`src/rtl/adc_conv_reader.sv`:
```
// adc_conv_reader: AD7822 conversion/readout controller with start-pulse and periodic triggering.
module adc_conv_reader #(
    parameter int DATA_W      = 8,
    parameter int WAIT_CYC    = 1,
    parameter int AUTO_PERIOD = 8
) (
    input  logic              clk_200kHz,
    input  logic              reset,
    input  logic              ADC_ready,
    input  logic              start,
    input  logic              auto_en,
    input  logic [DATA_W-1:0] DB,
    output logic              CONVST,
    output logic              CS_n,
    output logic              RD_n,
    output logic [DATA_W-1:0] data,
    output logic              data_valid,
    output logic              busy,
    output logic              overrun
);
    localparam logic [1:0] IDLE = 2'd0;
    localparam logic [1:0] CONV = 2'd1;
    localparam logic [1:0] WAIT = 2'd2;
    localparam logic [1:0] READ = 2'd3;
    localparam int PW = $clog2(AUTO_PERIOD + 1);
    logic [1:0]        state_q, state_d;
    logic [3:0]        wcnt_q, wcnt_d;
    logic [PW-1:0]     per_q, per_d;
    logic              convst_q, convst_d;
    logic              csrd_q, csrd_d;
    logic [DATA_W-1:0] data_q, data_d;
    logic              valid_q, valid_d;
    logic              busy_q, busy_d;
    logic              ovr_q, ovr_d;
    logic              auto_tick, trig;
    always_comb begin
        auto_tick = auto_en & ADC_ready & (per_q == PW'(AUTO_PERIOD - 1));
        trig      = start | auto_tick;
        per_d     = (auto_en & ADC_ready & !auto_tick) ? per_q + PW'(1) : '0;
        // Losing ADC_ready aborts from any state straight back to IDLE.
        state_d   = !ADC_ready          ? IDLE :
                    state_q == IDLE     ? (trig ? CONV : IDLE) :
                    state_q == CONV     ? WAIT :
                    state_q == WAIT     ? (wcnt_q == 4'(WAIT_CYC - 1) ? READ : WAIT) :
                                          IDLE;
        wcnt_d    = state_q == WAIT ? wcnt_q + 4'd1 : 4'd0;
        convst_d  = state_d != CONV;
        csrd_d    = state_d != READ;
        valid_d   = (state_q == READ) & ADC_ready;
        data_d    = valid_d ? DB : data_q;
        busy_d    = state_d != IDLE;
        ovr_d     = ovr_q | (trig & ADC_ready & (state_q != IDLE));
    end
    always_ff @(posedge clk_200kHz or negedge reset) begin
        if (!reset) begin
            state_q  <= IDLE;
            wcnt_q   <= '0;
            per_q    <= '0;
            convst_q <= 1'b1;
            csrd_q   <= 1'b1;
            data_q   <= '0;
            valid_q  <= 1'b0;
            busy_q   <= 1'b0;
            ovr_q    <= 1'b0;
        end else begin
            state_q  <= state_d;
            wcnt_q   <= wcnt_d;
            per_q    <= per_d;
            convst_q <= convst_d;
            csrd_q   <= csrd_d;
            data_q   <= data_d;
            valid_q  <= valid_d;
            busy_q   <= busy_d;
            ovr_q    <= ovr_d;
        end
    end
    assign CONVST     = convst_q;
    assign CS_n       = csrd_q;
    assign RD_n       = csrd_q;
    assign data       = data_q;
    assign data_valid = valid_q;
    assign busy       = busy_q;
    assign overrun    = ovr_q;
endmodule
```
`config.mk`:
```
export PLATFORM = sky130hd
export DESIGN_NAME = adc_conv_reader
export DESIGN_NICKNAME = d
export VERILOG_FILES = /design/src/rtl/adc_conv_reader.sv
export SDC_FILE = /design/constraint.sdc
export NUM_CORES = 1
export LEC_CHECK = 0
export ABC_CLOCK_PERIOD_IN_PS = 4780
export CAP_MARGIN = 0
export CORE_UTILIZATION = 49
export DETAILED_ROUTE_END_ITERATION = 16
export PLACE_DENSITY = 0.79
export SLEW_MARGIN = 20
export SYNTH_ARGS = -nofsm -noshare
export SYNTH_HDL_FRONTEND = slang
export SYNTH_SLANG_ARGS = --single-unit
```
`constraint.sdc`:
```
create_clock -name clk_200kHz -period 4.78 [get_ports clk_200kHz]
set_clock_uncertainty 0.2 [all_clocks]
set_input_delay 0.717 -clock clk_200kHz [delete_from_list [all_inputs] [get_ports clk_200kHz]]
set_output_delay 0.717 -clock clk_200kHz [all_outputs]
set_load 0.02 [all_outputs]
```
==> flow_metrics.py <==
metrics = {
    "status": {
        "status": "finished clean",
    },
    "placed_design": {
        "place_inst": 124,
        "gp_congestion": 0.744,
        "port_buffers": 26,
        "place_hpwl_um": 1230,
    },
    "global_route": {
        "grt_pass1_wl_um": 2730,
        "overflow": 0,
        "grt_pass1_vias": 661,
        "grt_use_met2_pct": 30.8,
        "grt_max_degree": 24,
        "busiest_layer": "met2",
        "antenna_found_initial": 0,
        "grtUsageMet3_pct": 3.53,
        "grt_usage_pct": 18.7,
        "use_met1_pct": 22.9,
    },
    "clock_tree": {
        "clock-sinks": 23,
        "h-tree-depth": 1,
        "ctsResizeCount": 0,
        "cts_setup_buffers": 0,
        "root_buffer": "clkbuf_4",
        "cts_tree": "yes",
        "clockBufferDepth": 2,
        "cts_buffers": 3,
        "clkLatencyLatePin_ps": 300,
        "cts_hold_buf": 0,
        "clkSlewWorstSetupHoldPaths_ps": 120,
    },
    "sta": {
        "min_period_over_period_pct": 49.3,
        "hold_viol_final": 0,
        "worst_slew_pin_slew_ps": 476,
        "tns_ps": 0,
        "rsz0062_at_grt": "false",
        "finalCriticalPeriod_ps": 2360,
        "max_freq_ghz": 0.424,
        "maxSlewHeadroom_pct": 68.3,
        "final_max_slew_viol_count": 0,
        "setup_viol": 0,
    },
    "logic_synthesis": {
        "synth-async-reset-ratio_pct": 100,
        "yosys.area.top_type_share_pct": 53.7,
        "seq_area_frac_synth_pct": 59.1,
        "synth_nets": 94,
        "synth_edf_count": 0,
        "ys_ff_latch": 23,
        "syn_avg_cell_area_um2": 13.2,
        "synth-main-ff-cell": "dfrtp_1",
        "synthCells": 74,
        "synth.distinct_cells": 25,
        "ys_top_cells_by_area": "dfrtp_1 54%, mux2_2 9.2%, ha_1 9.0%",
        "yosysTopAreaCell": "dfrtp_1",
        "synthesis.area_um2": 978,
        "ys_warn_count": 0,
    },
    "setup_path": {
        "worst_ep_required_time_ps": 3860,
        "critPathArrivalTime_ps": 1440,
        "cp_top_family": "buffers and inverters",
        "max_stage_delay_ps": 600,
        "critical_path_class": "register to output port",
        "r2r-end": "busy$_DFF_PN0_",
        "cp_max_fo": 2,
        "endpoint_kind": "output port",
        "r2r-start": "per_q[0]$_DFF_PN0_",
        "critPathSlowestCell": "clkdlybuf4s50_1",
        "path_buf_inv": 1,
        "rr_worst_depth": 4,
        "startpoint_type": "register",
        "regToRegSetupSlack_ps": 3040,
        "path_cells": "clkdlybuf4s50_1",
    },
    "cells_and_area": {
        "final_cell_mix": "25 x clkdlybuf4s50_1, 21 x dfrtp_1, 8 x mux2_2",
        "nets": 124,
        "antenna_cells": 0,
        "drive_gt1_share_pct": 15.5,
        "regArea_um2": 578,
        "layout_commonest_cell": "clkdlybuf4s50_1",
        "multi_input_area_um2": 370,
        "layout.cells.non_filler": 128,
        "fill_cells": 151,
        "area_growth_pct": 31.3,
    },
    "power": {
        "power.internal_uw": 343,
        "p_comb_share_pct": 31.8,
        "power_frac_seq_pct": 50.4,
        "p_sw_uw": 143,
        "powerDensity_nw_per_um2": 378,
        "switching_share_pct": 29.4,
        "clockPowerShare_pct": 17.8,
        "cellLeakagePower_uw": 0.000621,
        "ir_worst_vdd_mv": 0.219,
    },
    "routing": {
        "wl_per_cell_um": 12.4,
        "num_vias": 637,
        "via_per_inst": 4.98,
        "remaining_drc_errors": 0,
        "drt_iter0_drc": 0,
        "first_pass_iters": 1,
        "drt-total-wl_um": 1590,
        "ant_nets": 0,
    },
    "floorplan": {
        "die_h_um": 46.7,
        "start_util_pct": 54.3,
        "pin_count": 27,
        "die_width_um": 46.7,
        "dieArea_um2": 2180,
        "rows": 15,
        "core_area_um2": 1800,
    },
    "worst_hold_path": {
        "hp-class": "primary input to asynchronous set/reset pin",
    },
    "flow_run": {
        "maxCapViolCount": 0,
    },
}
==> sequential cells by signal, summed over array words and instances, names as in the netlist <==
name        flops
CONVST          1
CS_n            1
busy            1
data            8
data_valid      1
overrun         1
per_q           4
state_q         2
wcnt_q          4
==> cell type report <==
type | count | share of cell area [%]
Clock buffer | 3 | 1.75
Clock inverter | 1 | 0.389
Inverter | 6 | 1.75
Multi-Input combinational cell | 44 | 28.8
Sequential cell | 23 | 45.0
Tap cell | 25 | 2.43
Timing Repair Buffer | 26 | 19.9
==> power by group through the flow <==
stage          Sequential [µW]  Clock [µW]  Combinational [µW]
6_report                   245        86.5                 154
5_1_grt                    249        97.5                 168
3_3_place_gp               247           0                 152
2_1_floorplan              284           0                38.6
4_1_cts                    245        89.7                 157
3_5_place_dp               249           0                 157
==> worst max-delay path by stage <==
| stage | from | end | slack [ps] | depth (start not counted) |
|---|---|---|---|---|
| floorplan | per_q[0]$_DFF_PN0_ | busy$_DFF_PN0_ | 3140 | 4 |
| global placement | ADC_ready | data[7]$_DFFE_PN0P_ | 2540 | 3 |
| detailed placement | ADC_ready | data[4]$_DFFE_PN0P_ | 2500 | 3 |
| CTS | CS_n$_DFF_PN1_ | CS_n | 2410 | 1 |
| global route | CS_n$_DFF_PN1_ | CS_n | 2360 | 1 |
| finish | CS_n$_DFF_PN1_ | CS_n | 2420 | 1 |
==> synth_stat cells, types with 2 or more instances <==
library cell  instances
and2_1                4
nand3_1               3
inv_1                 6
dfstp_2               2
o21bai_1              2
dfrtp_1              21
nor2_1                3
ha_1                  7
xor2_1                3
mux2_2                8
==> per-stage QoR <==
stage          setup slack [ps]  util, %  hold slack (ps)  total power (µW)  instance area, µm²
6_report                   2420     71.3              152               485                1280
3_3_place_gp               2540     70.1              255               400                1260
5_1_grt                    2360     71.3              184               515                1280
3_5_place_dp               2500     70.1              266               406                1260
4_1_cts                    2410     71.6              283               492                1290
2_1_floorplan              3140        -              221               323                 978
==> routing by layer <==
metal | part of all wire [%] | vias to the layer above
met3 | 3.8 | 2
met5 | 0 | -
met2 | 46 | 21
met4 | 1.7 | 0
met1 | 48 | 307
li1 | - | 307
==> cell families after synthesis <==
logic type               after synthesis  share of synthesized area, %
flip-flops                            23                          59.1
AND/OR/NAND/NOR                       20                          12.8
multiplexers                           8                          9.21
buffers and inverters                  7                          3.07
adder cells (fa/ha/maj)                7                          8.95
AO/OA/AOI/OAI                          5                          3.32
XOR/XNOR                               4                          3.58
No activity file was read; power rests on OpenSTA's default activity.
